===== src/rtl/tomasulo_cdb_sched.sv =====
// Tomasulo common-data-bus scheduler: reserves a CDB slot at issue time through a
// latency-indexed reservation shift register, then registers the result broadcast.
module tomasulo_cdb_sched #(
  parameter int M  = 4,
  parameter int D  = 8,
  parameter int W  = 32,
  parameter int TW = 5,
  localparam int LW = $clog2(D + 1)
) (
  input  logic            clk,
  input  logic            rst,
  input  logic [M-1:0]    req,
  input  logic [M*LW-1:0] lat,
  output logic [M-1:0]    gnt,
  output logic [D:0]      sch_r,
  input  logic [M-1:0]    res_vld,
  input  logic [M*TW-1:0] res_tag,
  input  logic [M*W-1:0]  res_wdata,
  output logic            cdb_vld_r,
  output logic [TW-1:0]   cdb_tag_r,
  output logic [W-1:0]    cdb_wdata_r,
  output logic            err_r
);

  localparam int PW = (M > 1) ? $clog2(M) : 1;

  logic [PW-1:0] ptr_r;
  logic [M-1:0]  legal_s;
  logic [M-1:0]  elig_s;
  logic          found_s;
  logic [PW-1:0] gidx_s;
  logic [LW-1:0] glat_s;
  logic [D:0]    sch_nxt_s;
  logic [TW-1:0] sel_tag_s;
  logic [W-1:0]  sel_data_s;
  logic          ill_s;
  logic          multi_s;
  logic          miss_s;

  // Eligibility: legal latency and the target slot not already booked.
  always_comb begin
    legal_s = '0;
    elig_s  = '0;
    for (int i = 0; i < M; i++) begin
      if ((lat[i*LW +: LW] != '0) && (int'(lat[i*LW +: LW]) <= D)) begin
        legal_s[i] = 1'b1;
        elig_s[i]  = req[i] & ~sch_r[lat[i*LW +: LW]];
      end else begin
        legal_s[i] = 1'b0;
        elig_s[i]  = 1'b0;
      end
    end
  end

  // Round-robin pick starting just after the last winner.
  always_comb begin
    found_s = 1'b0;
    gidx_s  = ptr_r;
    for (int o = 1; o <= M; o++) begin
      if (!found_s && elig_s[(int'(ptr_r) + o) % M]) begin
        found_s = 1'b1;
        gidx_s  = PW'((int'(ptr_r) + o) % M);
      end else begin
        found_s = found_s;
      end
    end
    found_s = found_s & ~rst;
    glat_s  = lat[int'(gidx_s)*LW +: LW];
    gnt     = '0;
    if (found_s) begin
      gnt[gidx_s] = 1'b1;
    end else begin
      gnt = '0;
    end
  end

  // Reservation vector shifts toward slot 0; a grant books slot L-1 of the next cycle.
  always_comb begin
    sch_nxt_s = '0;
    for (int k = 0; k < D; k++) begin
      sch_nxt_s[k] = sch_r[k+1] | (found_s && (glat_s == LW'(k + 1)));
    end
    sch_nxt_s[D] = 1'b0;
  end

  // Lowest-index valid unit drives the bus, even on a collision.
  always_comb begin
    sel_tag_s  = '0;
    sel_data_s = '0;
    for (int i = M - 1; i >= 0; i--) begin
      if (res_vld[i]) begin
        sel_tag_s  = res_tag[i*TW +: TW];
        sel_data_s = res_wdata[i*W +: W];
      end else begin
        sel_tag_s  = sel_tag_s;
        sel_data_s = sel_data_s;
      end
    end
  end

  // Protocol violations: illegal latency, multiple results, result/booking disagreement.
  always_comb begin
    ill_s   = |(req & ~legal_s);
    multi_s = |(res_vld & (res_vld - M'(1)));
    miss_s  = (|res_vld) != sch_r[0];
  end

  // State and broadcast registers.
  always_ff @(posedge clk) begin
    if (rst) begin
      sch_r       <= '0;
      ptr_r       <= PW'(M - 1);
      cdb_vld_r   <= 1'b0;
      cdb_tag_r   <= '0;
      cdb_wdata_r <= '0;
      err_r       <= 1'b0;
    end else begin
      sch_r     <= sch_nxt_s;
      cdb_vld_r <= |res_vld;
      err_r     <= err_r | ill_s | multi_s | miss_s;
      if (found_s) begin
        ptr_r <= gidx_s;
      end else begin
        ptr_r <= ptr_r;
      end
      if (|res_vld) begin
        cdb_tag_r   <= sel_tag_s;
        cdb_wdata_r <= sel_data_s;
      end else begin
        cdb_tag_r   <= cdb_tag_r;
        cdb_wdata_r <= cdb_wdata_r;
      end
    end
  end

endmodule


===== config.mk =====
export PLATFORM = sky130hd
export DESIGN_NAME = tomasulo_cdb_sched
export DESIGN_NICKNAME = d
export VERILOG_FILES = /design/src/rtl/tomasulo_cdb_sched.sv
export SDC_FILE = /design/constraint.sdc
export NUM_CORES = 1
export LEC_CHECK = 0
export ABC_AREA = 1
export BUFFER_PORTS_ARGS = -buffer_cell sky130_fd_sc_hd__buf_2
export CORE_ASPECT_RATIO = 2
export CORE_MARGIN = 8
export CORE_UTILIZATION = 45
export CTS_BUF_LIST = sky130_fd_sc_hd__clkbuf_4
export DETAILED_ROUTE_END_ITERATION = 16
export HOLD_SLACK_MARGIN = 0.05
export PLACE_DENSITY_LB_ADDON = 0.3
export SYNTH_ARGS = -nofsm -noshare
export SYNTH_HDL_FRONTEND = slang
export SYNTH_SLANG_ARGS = --single-unit
export TNS_END_PERCENT = 50

===== constraint.sdc =====
create_clock -name clk -period 3.6 [get_ports clk]
set_input_delay 0.9 -clock clk [delete_from_list [all_inputs] [get_ports clk]]
set_output_delay 0.9 -clock clk [all_outputs]
set_load 0.03 [all_outputs]

# After elaboration in Yosys (flattened, before gate mapping)
# Index checks and enable logic that the tools add are counted.
# classes
bitwise	28
magnitude_cmp	14
div	0
n_mul	0
eq_ne	9
n_addsub	5
mux	47
shifts	1
n_reduce_logical	30
# ops
operator	count
$mux W32	4
$mux W1	25
$lt A4 B5 Y1 const B	4
$mux W5	4
$bmux W1 S4	4
$eq A4 B3 Y1 const B	4
$le A4 B4 Y1 const B	4
$logic_and A1 B1 Y1	16
$lt A3 B4 Y1 const B	4
$reduce_bool A4 Y1	4
$shiftx A16 B5 Y4	1
$reduce_or A4 Y1	3
$or A1 B1 Y1	11
$and A4 B4 Y4	2
$bmux W1 S2	4
$eq A4 B2 Y1 const B	2
$mux W2	4
$reduce_or A2 Y1	4
$and A1 B1 Y1	5
$not A1 Y1	5
$add A2 B1 Y2 const B	2
$add A2 B2 Y2 const B	2
$and A1 B1 Y1 const A	4
$eq A4 B1 Y1 const B	1
9 further kinds	11
# word_totals
memories	0
inputBits	174
word_cells	141
latchBits	0
regBits	50
out_inout_bits	52
mem_bits_rw	0
rom_bits	0

# Longest topological paths before layout
# Gate-level depths: netlist of the first run.
# logic_depth
depth_word	23
mapped_depth	21
mapped_depth_nobuf	20

# Worst setup path before layout of the first run
# OpenSTA, ideal clock, no wires.
# synth_path
kind	input to output
startpoint	input lat[1]
endpoint	output gnt[1]
t_required_ns	2.700
path_buffers	1
arrival_ns	2.815
setup_slack_ns	-0.115
stages	13
cell_sequence	inv_1 nand3_2 xor2_2 nor2_2 nand3_2 nand2_1 nand2_1 nand2_4 nand4_2 buf_6 nand3_4 nand2_4 nor3_1
# synth_between
elab_chain_cells	23
word_cells_on_any_way	41
classes_between	3 x order compare; 26 x mux; 3 x bitwise; 9 x reduce/logical
# synth_lines
item	line	source
start, declared	13	input logic [M*LW-1:0] lat,
$bmux W1 S4	47	elig_s[i] = req[i] & ~sch_r[lat[i*LW +: LW]];
$mux W1 (implied by the code)	47	
$not A1 Y1	47	
$and A1 B1 Y1	47	
$mux W1 (*)	45	if ((lat[i*LW +: LW] != '0) && (int'(lat[i*LW +: LW]) <= D)) begin
$bmux W1 S2	60	if (!found_s && elig_s[(int'(ptr_r) + o) % M]) begin
$mux W1 (implied by the code) (2 in a row)	60	
$mux W1	60	
[... 6 more ...]	-	
$logic_not A1 Y1	60	
$logic_and A1 B1 Y1	60	
$mux W2	60	
$lt A2 B3 Y1 (implied by the code) or $ge A2 B1 Y1 (tied branches)	71	gnt[gidx_s] = 1'b1;
$logic_and A1 B1 Y1 (implied by the code)	71	
$mux W1 (implied by the code)	71	
$demux W1 S2	71	
$mux W4 (*)	70	if (found_s) begin
end, declared	14	output logic [M-1:0] gnt,
# Mark *: on every way between the ends. The rest lies on a longest branch, timed or not. The select of a mux whose other input is x is not followed.

# Final worst setup path of the first run
# layout_path
startpoint	input lat[5]
endpoint	output gnt[3]
# Same word-level chain as after synthesis.

==> results.cfg, run 1 <==
[drt]
detail_route.wl_per_cell_um = 20.7
drtAntennaViolNets = 0
dr.first_iter.drc_count = 449
vias = 5015
finalWirelength_um = 18400
remaining_drc_errors = 0
via_per_inst = 5.65
drtPass1Iterations = 7

[yosys]
synth_seq_cells = 49
synth_compound_area_share_pct = 24.2
synth_xor_area_share_pct = 2.23
synthAdderAreaFrac_pct = 0
synthesis.nets = 708
synth_warnings = 0
synth_top_family_by_area = simple AND/OR/NAND/NOR gates
netlist_instances = 534
synth-simple-area-share_pct = 38.3
mappedNetlistArea_um2 = 3640
ys_seq_area_share_pct = 27.0
synth.distinct_cells = 35
syn_avg_cell_area_um2 = 6.82
muxShareOfSynthArea_pct = 0

[sta]
slew-limit-headroom_pct = 46.8
clock.fmax_mhz = 277
clock_skew_ns = 0.0149
finalHoldViolCount = 0
finalCriticalPeriod_ns = 3.61
tightest_slew_ns = 0.796
setup_viol_count_final = 3
report.final.slew_viol_count = 0
post-route-period-util_pct = 100
fin_ws_ns = -0.0118
setup_tns_ns = -0.0188

[cells_and_area]
drive_gt1_share_pct = 52.5
design_area_um2 = 5650
nNetsFinal = 961
area_growth_pct = 55.1
fin_util_pct = 71.6
multi_input_area_um2 = 2670
fillers = 677
regArea_um2 = 982

[flow_run]
max-cap-violations = 0

[grt]
grtUsageTotal_pct = 29.1
first_global_vias = 4867
grt_pass1_wl_um = 25800
grt.overflow.total = 0
antenna_found_initial = 6
grt_max_degree = 40

[die]
io_pins = 226
core.rowCount = 46
dieWidth_um = 79.6
dieArea_um2 = 11400
design.core.area_um2 = 7890
dieHeight_um = 143
floorplan.initialDensity_pct = 46.2

[clocking]
cts_root_buffer = clkbuf_4
cts_buffers = 5
cts_tree = done
cts_hold_buffers = 0
path_clk_slew_ns = 0.13
cts_htree_levels = 2
clock-sinks = 49
cts_buffer_depth = 2
clk_latency_ns = 0.37

[outcome]
violations = setup timing
status = finished with violations

[place]
port_buffers = 224
dpl_cell_area_um2 = 4990
hpwl_um = 14100
gp_congestion = 1.00
pre_cts_slack_ns = -0.0770

[power_and_ir_drop]
peakVddDrop_mv = 1.64
power_density_nw_per_um2 = 657
fin_total_pwr_mw = 3.71
power_leakage_nw = 2.81

[setup_path]
crit_arrival_ns = 2.71
critPathLaunchType = input port
end_kind = primary output
path_max_fanout = 4
crit_required_ns = 2.70
crit_type = input port to primary output

[worst_hold_path]
hp-class = register to register
==> through the flow <==
stage               std cells  hold WS (ns)
finish                    887         0.474
global route              887         0.491
CTS                       872         0.476
detailed placement        853         0.457
global placement          853         0.453
floorplan                 534         0.595
==> cell type report <==
class,count,share of cell area (%)
multi-input cells,412,47.2
inverters,41,3.46
well taps,96,2.13
repair buffers,278,28.7
diodes,4,0.177
clock inverters,1,0.0665
flip-flops and latches,49,17.4
clock buffers,6,0.798
==> worst max-delay path: stages <==
cell,delay (ns)
buf_2,0.12
inv_4,0.07
nand3_4,0.08
xor2_2,0.15
nor2_2,0.21
nand3_4,0.14
nand2_4,0.12
nand2_4,0.06
nand2_4,0.09
nand4_4,0.14
nand2_2,0.13
nand2_2,0.07
nand2_4,0.09
nand2_2,0.09
nor2_4,0.12
buf_6,0.14
==> worst paths after layout <==
| kind | startpoint | cells after the start | slack [ns] | to |
|---|---|---|---|---|
| max | lat[5] | 16 | -0.01 | gnt[3] |
| min | cdb_wdata_r[11] | 2 | 0.47 | cdb_wdata_r[11] |
| max reg2reg | ptr_r[1] | 21 | 0.16 | ptr_r[0] |
| min reg2reg | cdb_wdata_r[11] | 2 | 0.47 | cdb_wdata_r[11] |
==> where the power goes <==
part | switching, mW | internal (mW) | leakage, nW
sequential | 0.0714 | 0.623 | 0.407
combinational | 1.70 | 1.06 | 2.37
clock | 0.169 | 0.0789 | 0.0292
total | 1.94 | 1.77 | 2.81
==> placed cells by master, fill, tap and decap left out, types with 8 or more instances in the layout <==
| cell type | netlist | routed |
|---|---|---|
| nand2_2 | 13 | 19 |
| nor2_1 | 13 | 9 |
| buf_4 | 1 | 53 |
| nand3_1 | 59 | 43 |
| a31oi_1 | 25 | 25 |
| dfxtp_1 | 49 | 48 |
| buf_6 | 1 | 11 |
| nand3_4 | 2 | 13 |
| buf_2 | 1 | 212 |
| inv_4 | 0 | 8 |
| nand2_1 | 168 | 156 |
| nand3_2 | 14 | 19 |
| nand2_4 | 6 | 11 |
| inv_1 | 30 | 21 |
| a31o_2 | 23 | 23 |
| o221ai_1 | 36 | 36 |
| a21oi_1 | 17 | 17 |
==> state kept, by name (all words and copies together) (netlist names) <==
signal and count:
cdb_vld_r 1, cdb_tag_r 5, ptr_r 2, cdb_wdata_r 32
sch_r 8, err_r 1
==> per-layer routing <==
metal  GRT usage (%)  vias up  part of all wire, %
met5               0        -                 0.15
met4            18.3        4                  6.2
met3            6.42       67                  8.6
met2            54.4      317                   53
met1            26.9     2252                   32
li1                -     2375                    -
==> logic make-up (layout without fill, tap and decap cells) <==
logic type / after synthesis / after routing
flops: 49 / 49
simple gates: 287 / 287
xor+xnor: 5 / 5
compound gates: 119 / 119
other cells: 1 / 5
buf+inv: 73 / 326
==> cells in the mapped netlist <==
| cell | instances | area [µm²] |
|---|---|---|
| nand3_1 | 59 | 295 |
| a31oi_1 | 25 | 156 |
| dfxtp_1 | 49 | 981 |
| nand3_4 | 2 | 35.0 |
| buf_8 | 1 | 15.0 |
| buf_2 | 1 | 5.00 |
| clkbuf_1 | 24 | 90.1 |
| o21ai_0 | 8 | 40.0 |
| nand2_2 | 13 | 81.3 |
| a21oi_2 | 5 | 43.8 |
| a221oi_1 | 3 | 26.3 |
| nor2_2 | 4 | 25.0 |
| o21ai_1 | 1 | 5.00 |
| clkinv_1 | 2 | 7.51 |
| nand2_4 | 6 | 67.6 |
| inv_1 | 30 | 113 |
| a31o_2 | 23 | 201 |
| nand4_2 | 1 | 12.5 |
| conb_1 | 1 | 3.75 |
| xor2_2 | 4 | 65.1 |
| a21oi_1 | 17 | 85.1 |
| buf_4 | 1 | 7.51 |
| nor2_4 | 3 | 33.8 |
| nand3_2 | 14 | 140 |
| nand4_1 | 1 | 6.26 |
| nor3_1 | 1 | 5.00 |
| buf_1 | 4 | 15.0 |
| o221ai_1 | 36 | 315 |
| buf_6 | 1 | 11.3 |
| inv_2 | 9 | 33.8 |
| and3_1 | 2 | 12.5 |
| nor2_1 | 13 | 48.8 |
| a41oi_1 | 1 | 8.76 |
| xnor2_2 | 1 | 16.3 |
| nand2_1 | 168 | 631 |
==> what timing repair did <==
action | CTS | global route
endpoints found under the setup margin | 4 | 5
resized for setup | 11 | 99
pin swaps | 5 | 39
buffers inserted | 12 | 11
Note: power is estimated with default switching activity, not from simulation.
==> run 2: changes to the inputs <==
- REMOVE_ABC_BUFFERS: not set -> 1
==> run 2 against run 1 <==
Net effect: the flow now finishes without violations; die area unchanged; register-to-register slack better by 0.75 ns; power down 5.1%.
==> results.cfg, run 2 (synthesis gave the netlist of run 1 again) <==
[clocking]
clk_latency_ns = 0.38
cts_buffers = 5
clock-sinks = 49
cts_hold_buffers = 0
cts_htree_levels = 2
cts_buffer_depth = 2
cts_root_buffer = clkbuf_4
path_clk_slew_ns = 0.14
cts_tree = done

[sta]
setup_tns_ns = 0
finalCriticalPeriod_ns = 3.58
fin_hold_ws_ns = 0.472
slew-limit-headroom_pct = 36.2
fin_ws_ns = 0.0165
clock_skew_ns = 0.0108
finalHoldViolCount = 0
grt_setup_unrepaired = yes
report.final.slew_viol_count = 0
setup_viol_count_final = 0
tightest_slew_ns = 0.955
post-route-period-util_pct = 99.5
clock.fmax_mhz = 279

[setup_path]
critPathLaunchType = input port
critical_path_buf_inv_count = 5
worst-path-stages = 17
crit_family = simple AND/OR/NAND/NOR gates
crit_required_ns = 2.70
end_kind = primary output
crit_top_cell = nand3_2
cp_slowest_cell = o21ai_4
crit_chain = buf_6 > buf_4 > nand2_2 > nand3_2 > nand3_2 > nand3_2 > nand3_4 > nand3_4 > nand2_4 > nand2_4 > inv_2 > nand3_2 > o21ai_4 > inv_2 > nand2_2 > nor2_1 > buf_4
crit_type = input port to primary output
max_stage_delay_ns = 0.27
crit_arrival_ns = 2.68
path_max_fanout = 5
r2r.worst_path.cells = 19

[drt]
vias = 4963
top_layer = met4
wl_met3_um = 1680
drtAntennaViolNets = 0
finalWirelength_um = 17000
wl_met1_um = 5450
detail_route.wl_per_cell_um = 19.2
drtPass1Iterations = 5
remaining_drc_errors = 0
wl_met2_um = 8690
dr.first_iter.drc_count = 314
via_per_inst = 5.62

[cells_and_area]
stdcell_count = 883
nNetsFinal = 955
max_flop_register = cdb_wdata_r
largest_reg_flops = 32
area_growth_pct = 53.2
fin_util_pct = 70.7
drive_gt1_share_pct = 51.4
fillers = 682
final_cell_mix = 211 x buf_2, 159 x nand2_1, 48 x buf_4, 47 x dfxtp_1, 46 x nand3_1
final_common_cell = buf_2
design_area_um2 = 5580
largestRegisters = cdb_wdata_r (32), sch_r (8), cdb_tag_r (5)

[place]
hpwl_um = 13500
dpl_cell_area_um2 = 4980
gp_congestion = 0.924
pre_cts_slack_ns = -0.134
place_inst = 854
port_buffers = 224

[power_and_ir_drop]
power_leakage_nw = 2.78
power_density_nw_per_um2 = 631
fin_total_pwr_mw = 3.52
peakVddDrop_mv = 0.739

[die]
dieArea_um2 = 11400
io_pins = 226
design.core.area_um2 = 7890
dieWidth_um = 79.6
dieHeight_um = 143
core.rowCount = 46
floorplan.initialDensity_pct = 46.2

[grt]
grtUsageTotal_pct = 27.9
grt.overflow.total = 0
antenna_found_initial = 3
first_global_vias = 4929
grt_max_degree = 40
grt_pass1_wl_um = 25000

[flow_run]
max-cap-violations = 0

[outcome]
status = completed

[worst_hold_path]
holdPathStages = 2
hp-class = register to register
run 2: path summary, 6_finish.rpt:
| check | startpoint | to | slack, ns |
|---|---|---|---|
| setup / recovery | lat[4] | gnt[3] | 0.02 |
| hold / removal | cdb_wdata_r[30] | cdb_wdata_r[30] | 0.47 |
| setup reg to reg | sch_r[1] | sch_r[5] | 0.91 |
| hold reg to reg | cdb_wdata_r[30] | cdb_wdata_r[30] | 0.47 |
run 2: area by class of cell:
type	count	area, µm²	area share [%]
tap	96	120	2.15
inverter	41	181	3.25
clock inverter	3	41.3	0.740
multi-input combinational	412	2630	47.1
sequential	49	983	17.6
antenna	5	12.5	0.224
timing repair buffer	272	1570	28.2
clock buffer	5	37.5	0.673
run 2: worst register-to-register path: cells and delay by family, from the launching register on:
family / cells / cell delay (ns)
buffers and inverters: 3 / 0.58
AO/OA/AOI/OAI: 1 / 0.13
AND/OR/NAND/NOR: 15 / 1.58
flip-flops: 1 / 0.33
run 2: layer usage:
metal | GRT usage, % | up-vias
li1 | - | 2370
met3 | 8.19 | 64
met4 | 20.1 | 0
met2 | 49.7 | 285
met1 | 25.9 | 2244
met5 | 0 | -
run 2: report_power, final:
group / internal (mW) / switching, mW
combinational: 0.928 / 1.58
clock: 0.144 / 0.179
sequential: 0.623 / 0.0619
total: 1.69 / 1.82
run 2: timing repair:
| item | in CTS | in global routing |
|---|---|---|
| setup endpoints to repair | 4 | 4 |
| setup buffers | 3 | 13 |
| gates resized for setup | 17 | 85 |
| pin swaps | 3 | 37 |
